File: src/rtl/shape_polygon_area_if.sv
// Polygon-in / area-out handshake bundle for shape_polygon_area.
// The master drives polygons and accepts results; the slave is the area unit.
interface shape_polygon_area_if #(
  parameter int NUM_PTS = 8,
  parameter int COORD_W = 16,
  parameter int CNT_W   = $clog2(NUM_PTS + 1),
  parameter int AREA_W  = 2 * COORD_W + $clog2(NUM_PTS) + 1
);
  logic                       in_valid;
  logic                       in_ready;
  logic [NUM_PTS*COORD_W-1:0] in_x;
  logic [NUM_PTS*COORD_W-1:0] in_y;
  logic [CNT_W-1:0]           in_count;
  logic                       out_valid;
  logic                       out_ready;
  logic [AREA_W-1:0]          out_area2;
  logic                       out_cw;
  logic                       out_err;

  modport master (
    output in_valid, in_x, in_y, in_count, out_ready,
    input  in_ready, out_valid, out_area2, out_cw, out_err
  );

  modport slave (
    input  in_valid, in_x, in_y, in_count, out_ready,
    output in_ready, out_valid, out_area2, out_cw, out_err
  );
endinterface

File: src/rtl/shape_polygon_area.sv
// Shoelace twice-area of a polygon with up to NUM_PTS signed vertices,
// one vertex pair per cycle through a single multiply pair.
module shape_polygon_area #(
  parameter int NUM_PTS = 8,
  parameter int COORD_W = 16
) (
  input  logic                clk,
  input  logic                rstn,
  shape_polygon_area_if.slave bus
);
  localparam int CNT_W  = $clog2(NUM_PTS + 1);
  localparam int AREA_W = 2 * COORD_W + $clog2(NUM_PTS) + 1;
  localparam int ACC_W  = AREA_W + 1;
  localparam int TERM_W = 2 * COORD_W + 1;
  localparam int IDX_W  = (NUM_PTS > 1) ? $clog2(NUM_PTS) : 1;

  typedef enum logic [1:0] {IDLE, ACCUM, DONE} state_t;
  state_t state, state_nxt;

  logic [NUM_PTS*COORD_W-1:0] x_r, y_r;
  logic [CNT_W-1:0]           cnt_r, idx;
  logic signed [ACC_W-1:0]    acc, acc_sum;
  logic signed [COORD_W-1:0]  xa [NUM_PTS];
  logic signed [COORD_W-1:0]  ya [NUM_PTS];
  logic [IDX_W-1:0]           cur, nxt;
  logic signed [COORD_W-1:0]  xc, yc, xn, yn;
  logic signed [2*COORD_W-1:0] prod_a, prod_b;
  logic signed [TERM_W-1:0]   term;
  logic                       accept, legal, last;
  logic [AREA_W-1:0]          area_r;
  logic                       cw_r, err_r;

  // Magnitude of the final sum; the shoelace bound keeps it within AREA_W bits.
  function automatic logic [AREA_W-1:0] magnitude(input logic signed [ACC_W-1:0] v);
    logic signed [ACC_W-1:0] a;
    a = (v < 0) ? -v : v;
    return a[AREA_W-1:0];
  endfunction

  assign accept = bus.in_valid && bus.in_ready;
  assign legal  = (bus.in_count >= CNT_W'(3)) && (bus.in_count <= CNT_W'(NUM_PTS));
  assign last   = (idx == cnt_r - CNT_W'(1));
  assign cur    = idx[IDX_W-1:0];

  always_comb begin
    for (int i = 0; i < NUM_PTS; i++) begin
      xa[i] = x_r[i*COORD_W +: COORD_W];
      ya[i] = y_r[i*COORD_W +: COORD_W];
    end
  end

  // The last edge wraps back to vertex 0 to close the polygon.
  always_comb begin
    nxt    = last ? '0 : cur + IDX_W'(1);
    xc     = xa[cur];
    yc     = ya[cur];
    xn     = xa[nxt];
    yn     = ya[nxt];
    prod_a = xc * yn;
    prod_b = xn * yc;
    term   = prod_a - prod_b;
    acc_sum = acc + term;
  end

  always_ff @(posedge clk or negedge rstn) begin
    if (!rstn) state <= IDLE;
    else       state <= state_nxt;
  end

  always_comb begin
    state_nxt = state;
    case (state)
      IDLE:    if (accept) state_nxt = legal ? ACCUM : DONE;
      ACCUM:   if (last) state_nxt = DONE;
      DONE:    if (bus.out_ready) state_nxt = IDLE;
      default: state_nxt = IDLE;
    endcase
  end

  always_comb begin
    bus.in_ready  = rstn && (state == IDLE);
    bus.out_valid = (state == DONE);
    bus.out_area2 = area_r;
    bus.out_cw    = cw_r;
    bus.out_err   = err_r;
  end

  // Vertex storage is pure data and needs no reset.
  always_ff @(posedge clk) begin
    if (accept) begin
      x_r <= bus.in_x;
      y_r <= bus.in_y;
    end
  end

  always_ff @(posedge clk or negedge rstn) begin
    if (!rstn) begin
      cnt_r  <= '0;
      idx    <= '0;
      acc    <= '0;
      area_r <= '0;
      cw_r   <= 1'b0;
      err_r  <= 1'b0;
    end else if (accept) begin
      cnt_r <= bus.in_count;
      idx   <= '0;
      acc   <= '0;
      if (!legal) begin
        area_r <= '0;
        cw_r   <= 1'b0;
        err_r  <= 1'b1;
      end
    end else if (state == ACCUM) begin
      acc <= acc_sum;
      idx <= idx + CNT_W'(1);
      if (last) begin
        area_r <= magnitude(acc_sum);
        cw_r   <= (acc_sum < 0);
        err_r  <= 1'b0;
      end
    end
  end
endmodule

File: src/flat_wrapper.sv
// flat-port wrapper written by rule: the top's interface ports become plain ports
module shape_polygon_area_flat 
#(
  parameter int NUM_PTS = 8,
  parameter int COORD_W = 16
)
  (clk, rstn, bus_in_valid, bus_in_x, bus_in_y, bus_in_count, bus_out_ready, bus_in_ready, bus_out_valid, bus_out_area2, bus_out_cw, bus_out_err);
  shape_polygon_area_if #(.NUM_PTS(NUM_PTS), .COORD_W(COORD_W)) bus_i ();
  input  logic clk;
  input  logic rstn;
  input wire logic [$bits(bus_i.in_valid)-1:0] bus_in_valid;
  input wire logic [$bits(bus_i.in_x)-1:0] bus_in_x;
  input wire logic [$bits(bus_i.in_y)-1:0] bus_in_y;
  input wire logic [$bits(bus_i.in_count)-1:0] bus_in_count;
  input wire logic [$bits(bus_i.out_ready)-1:0] bus_out_ready;
  output wire logic [$bits(bus_i.in_ready)-1:0] bus_in_ready;
  output wire logic [$bits(bus_i.out_valid)-1:0] bus_out_valid;
  output wire logic [$bits(bus_i.out_area2)-1:0] bus_out_area2;
  output wire logic [$bits(bus_i.out_cw)-1:0] bus_out_cw;
  output wire logic [$bits(bus_i.out_err)-1:0] bus_out_err;
  assign bus_i.in_valid = bus_in_valid;
  assign bus_i.in_x = bus_in_x;
  assign bus_i.in_y = bus_in_y;
  assign bus_i.in_count = bus_in_count;
  assign bus_i.out_ready = bus_out_ready;
  assign bus_in_ready = bus_i.in_ready;
  assign bus_out_valid = bus_i.out_valid;
  assign bus_out_area2 = bus_i.out_area2;
  assign bus_out_cw = bus_i.out_cw;
  assign bus_out_err = bus_i.out_err;
  shape_polygon_area #(.NUM_PTS(NUM_PTS), .COORD_W(COORD_W)) u_core (.clk(clk), .rstn(rstn), .bus(bus_i));
endmodule
File: config.mk
export PLATFORM = sky130hd
export DESIGN_NAME = shape_polygon_area_flat
export DESIGN_NICKNAME = d
export VERILOG_FILES = /design/src/rtl/shape_polygon_area_if.sv /design/src/rtl/shape_polygon_area.sv /design/src/flat_wrapper.sv
export SDC_FILE = /design/constraint.sdc
export NUM_CORES = 2
export LEC_CHECK = 0
export CAP_MARGIN = 20
export CORE_AREA = 2 2 229 456
export DETAILED_ROUTE_END_ITERATION = 16
export DIE_AREA = 0 0 231 458
export HOLD_SLACK_MARGIN = 0.12
export PLACE_DENSITY_LB_ADDON = 0.2
export SLEW_MARGIN = 20
export SYNTH_ARGS = -nofsm -noshare
export SYNTH_HDL_FRONTEND = slang
export SYNTH_SLANG_ARGS = --single-unit
File: constraint.sdc
create_clock -name clk -period 14.65 [get_ports clk]
set_clock_uncertainty 0.15 [all_clocks]
set_input_delay 3.6625 -clock clk [delete_from_list [all_inputs] [get_ports clk]]
set_output_delay 3.6625 -clock clk [all_outputs]
set_load 0.05 [all_outputs]
==> results.sh <==
export IMPL_status="finished, final reports clean"
export IMPL_drt_first_pass_iters=5
export IMPL_layoutNonFillerInstCount=5253
export IMPL_top_layer_used="met4"
export IMPL_fin_crit_sh_pct=87.0
export IMPL_nets=4994
export IMPL_crit_reg2reg_launch="u_core.idx[0]"
export IMPL_maximum_number_of_pins_on_one_net_before_global_route_repair=162
export IMPL_initialDrtViolationCount=1445
export IMPL_place_detailed_instances=5194
export IMPL_finalWorstPathRequiredPeriod_ns=12.74
export IMPL_clock_path_buffers=3
export IMPL_syn2layout_area_growth_pct=15.3
export IMPL_critical_path_most_common_cell="sky130_fd_sc_hd__fa_1"
export IMPL_fin_util_pct=43.6
export IMPL_critPathLaunchType="register"
export IMPL_routed_wire_length_per_instance_um=23.9
export IMPL_grt_overflow_total=0
export IMPL_unrepaired_setup_endpoints_after_global_routing="no"
export IMPL_routed_wirelength_um=125000
export IMPL_clock_tree_htree_level_count=1
export IMPL_drive_gt1_share_pct=7.68
export IMPL_synth_edff_count=256
export IMPL_portBuffers=303
export IMPL_number_of_antenna_violations_at_the_first_check_in_global_routing=2
export IMPL_crit_path_end_kind="register"
export IMPL_hold_path_cell_count=2
export IMPL_post_synthesis_sequential_element_count=341
export IMPL_die_area_um2=106000
export IMPL_cts_setup_buffers=0
export IMPL_synth_async_sr_flop_share_pct=24.9
export IMPL_timing_reg2reg_setup_slack_ns=1.91
export IMPL_worst_pin_slew_ns=1.15
export IMPL_synth_distinct_cells=81
export IMPL_yosys_warnings=0
export IMPL_multi_input_gate_area_um2=25400
export IMPL_route_detailed_vias_per_inst=5.17
export IMPL_hold_violations=0
export IMPL_ctsRootBufferMaster="sky130_fd_sc_hd__clkbuf_16"
export IMPL_drc_violations_left=0
export IMPL_largest_family_of_logic_cells_by_synthesized_area="adder cells"
export IMPL_filler_cell_count=9868
export IMPL_first_global_vias=31222
export IMPL_worst_r2r_cell_count=34
export IMPL_global_route_wire_length_before_repair_um=191000
export IMPL_synth_adder_area_share_pct=40.4
export IMPL_seq_area_um2=9820
export IMPL_synth_compound_gate_area_share_pct=5.80
export IMPL_grt_use_total_pct=24.5
export IMPL_ys_dominant_reg_cell="sky130_fd_sc_hd__edfxtp_1"
export IMPL_worstSetupStartpoint="u_core.idx[0]"
export IMPL_initial_utilization_pct=37.8
export IMPL_min_delay_path_class="register to register"
export IMPL_detailroute_via_count=27151
export IMPL_portion_of_netlist_area_occupied_by_mux_cells_pct=6.46
export IMPL_wl_met3_um=4170
export IMPL_mappedNetlistArea_um2=38600
export IMPL_worst_path_largest_cell_delay_ns=0.93
export IMPL_placeableCoreArea_um2=102000
export IMPL_clk_insertion_delay_late_ns=0.63
export IMPL_met2_wirelength_um=70200
export IMPL_floorplan_die_height_um=458
export IMPL_maxClockFrequency_ghz=0.0785
export IMPL_setup_viol=0
export IMPL_synth_seq_area_share_pct=25.4
export IMPL_slew_headroom_pct=22.7
export IMPL_synthesis_area_per_instance_um2=10.6
export IMPL_ioPinCount=304
export IMPL_cts_sinks=341
export IMPL_crit_path_top_delay_cell="sky130_fd_sc_hd__a311oi_4"
export IMPL_gp_congestion=0.938
export IMPL_cts_inserted_buffers=31
export IMPL_die_w_um=231
export IMPL_tns_ns=0
export IMPL_cap_viol_max_count=0
export IMPL_worst_setup_path_type="register to register"
export IMPL_tritoncts="built"
export IMPL_wl_met1_um=38800
export IMPL_rows=166
export IMPL_cells_after_synth=3634
export IMPL_final_hold_worst_slack_ns=0.328
export IMPL_cp_arrival_ns=13.14
export IMPL_synth_xor_area_share_pct=1.61
export IMPL_post_synth_and_or_nand_nor_area_fraction_pct=11.1
export IMPL_crit_end="u_core.bus.out_area2[12]"
export IMPL_slew_violations=0
export IMPL_cts_hold_buffers=0
export IMPL_mappedNetlistNets=4745
export IMPL_antenna_left=0
export IMPL_clkSlewWorstSetupHoldPaths_ns=0.07
export IMPL_worst_r2r_endpoint="u_core.bus.out_area2[12]"
export IMPL_crit_required_ns=15.05
export IMPL_place_hpwl_um=106000
export IMPL_path_max_fanout=35
export IMPL_post_cts_resize_count=0
==> cell families (layout without fill, tap and decap cells) <==
family                   Yosys count  count (layout)
AO/OA/AOI/OAI                    336             336
XOR/XNOR                          69              69
adder cells (fa/ha/maj)          847             847
buffers and inverters            938            1212
flip-flops                       341             341
multiplexers                     145             145
other                              0               1
AND/OR/NAND/NOR                  958             958
==> how the worst min path moves through the flow <==
| stage | from | endpoint | slack [ns] |
|---|---|---|---|
| floorplan | u_core.acc[14] | u_core.acc[14] | 0.31 |
| global placement | u_core.bus.out_area2[22] | u_core.bus.out_area2[22] | 0.32 |
| detailed placement | u_core.bus.out_area2[22] | u_core.bus.out_area2[22] | 0.32 |
| CTS | u_core.bus.out_area2[22] | u_core.bus.out_area2[22] | 0.34 |
| global route | u_core.bus.out_area2[9] | u_core.bus.out_area2[9] | 0.36 |
| finish | u_core.bus.out_area2[22] | u_core.bus.out_area2[22] | 0.33 |
==> cell usage after synthesis, types with 7 or more instances <==
cell,number,share of area [%]
sky130_fd_sc_hd__a211oi_1,26,0.51
sky130_fd_sc_hd__a21o_1,18,0.35
sky130_fd_sc_hd__a21oi_1,73,0.95
sky130_fd_sc_hd__a221oi_1,30,0.68
sky130_fd_sc_hd__a31oi_1,13,0.21
sky130_fd_sc_hd__and2_1,32,0.52
sky130_fd_sc_hd__and3_1,30,0.49
sky130_fd_sc_hd__buf_1,16,0.16
sky130_fd_sc_hd__buf_2,30,0.39
sky130_fd_sc_hd__clkbuf_1,109,1.1
sky130_fd_sc_hd__dfrtp_1,85,5.5
sky130_fd_sc_hd__edfxtp_1,256,20
sky130_fd_sc_hd__fa_1,669,35
sky130_fd_sc_hd__ha_1,178,5.8
sky130_fd_sc_hd__inv_1,780,7.6
sky130_fd_sc_hd__mux2_2,11,0.32
sky130_fd_sc_hd__mux2i_1,49,1.3
sky130_fd_sc_hd__mux4_2,82,4.8
sky130_fd_sc_hd__nand2_1,363,3.5
sky130_fd_sc_hd__nand2b_1,44,0.71
sky130_fd_sc_hd__nand3_1,44,0.57
sky130_fd_sc_hd__nand4_1,11,0.18
sky130_fd_sc_hd__nor2_1,328,3.2
sky130_fd_sc_hd__nor2b_1,28,0.45
sky130_fd_sc_hd__nor3_1,15,0.19
sky130_fd_sc_hd__o211ai_1,7,0.14
sky130_fd_sc_hd__o21a_1,9,0.17
sky130_fd_sc_hd__o21ai_0,73,0.95
sky130_fd_sc_hd__o21ai_1,13,0.17
sky130_fd_sc_hd__o22ai_1,16,0.26
sky130_fd_sc_hd__or2_2,33,0.53
sky130_fd_sc_hd__xnor2_1,48,1.1
sky130_fd_sc_hd__xor2_1,20,0.45
==> routing by layer <==
layer / vias to the layer above / track usage (%)
li1: 11955 / -
met2: 868 / 47.9
met5: - / 0
met1: 13944 / 22.9
met3: 384 / 1.97
met4: 0 / 19.6
==> worst max-delay path, delay by kind of cell (launching register included) <==
kind            cells  cell delay (ns)
fa+ha+maj           9             4.76
compound gates      6             2.10
flops               1             0.83
mux                 1             0.40
xor+xnor            2             0.35
simple gates        7             2.20
buf+inv             9             1.84
==> placed cells by master, fill, tap and decap left out, drive strengths merged, types with 34 or more instances in the layout <==
cell type / Yosys / layout
buf: 48 / 71
mux4: 82 / 82
mux2i: 49 / 49
nand2b: 44 / 44
dfrtp: 85 / 85
edfxtp: 256 / 256
nand3: 44 / 44
fa: 669 / 669
inv: 781 / 784
nand2: 363 / 363
o21ai: 87 / 87
clkdlybuf4s50: 0 / 302
a21oi: 78 / 78
xnor2: 49 / 49
ha: 178 / 178
or2: 34 / 34
nor2: 328 / 328
==> state kept, by name, summed over array words and instances, names as in the netlist <==
| signal | count |
|---|---|
| u_core.acc | 37 |
| u_core.bus.out_area2 | 36 |
| u_core.bus.out_cw | 1 |
| u_core.bus.out_err | 1 |
| u_core.cnt_r | 4 |
| u_core.idx | 4 |
| u_core.state | 2 |
| u_core.x_r | 128 |
| u_core.y_r | 128 |
==> area by class of cell <==
cell class,count,area share [%]
multi-input combinational,2355,56.9
inverter,781,6.58
tap,1344,3.77
clock inverter,25,0.854
clock buffer,33,1.76
sequential,341,22.1
timing repair buffer,373,8.04
antenna,1,0.00562
==> through the flow <==
stage / worst slack, ns / area, um^2
3_3_place_gp: 1.97 / 43400
4_1_cts: 1.86 / 44500
3_5_place_dp: 1.91 / 43400
5_1_grt: 1.13 / 44500
6_report: 1.91 / 44500
2_1_floorplan: 1.27 / 38600
Power is not shown: default switching activity piles up to over one toggle a cycle in this logic, so the estimate is an artifact.
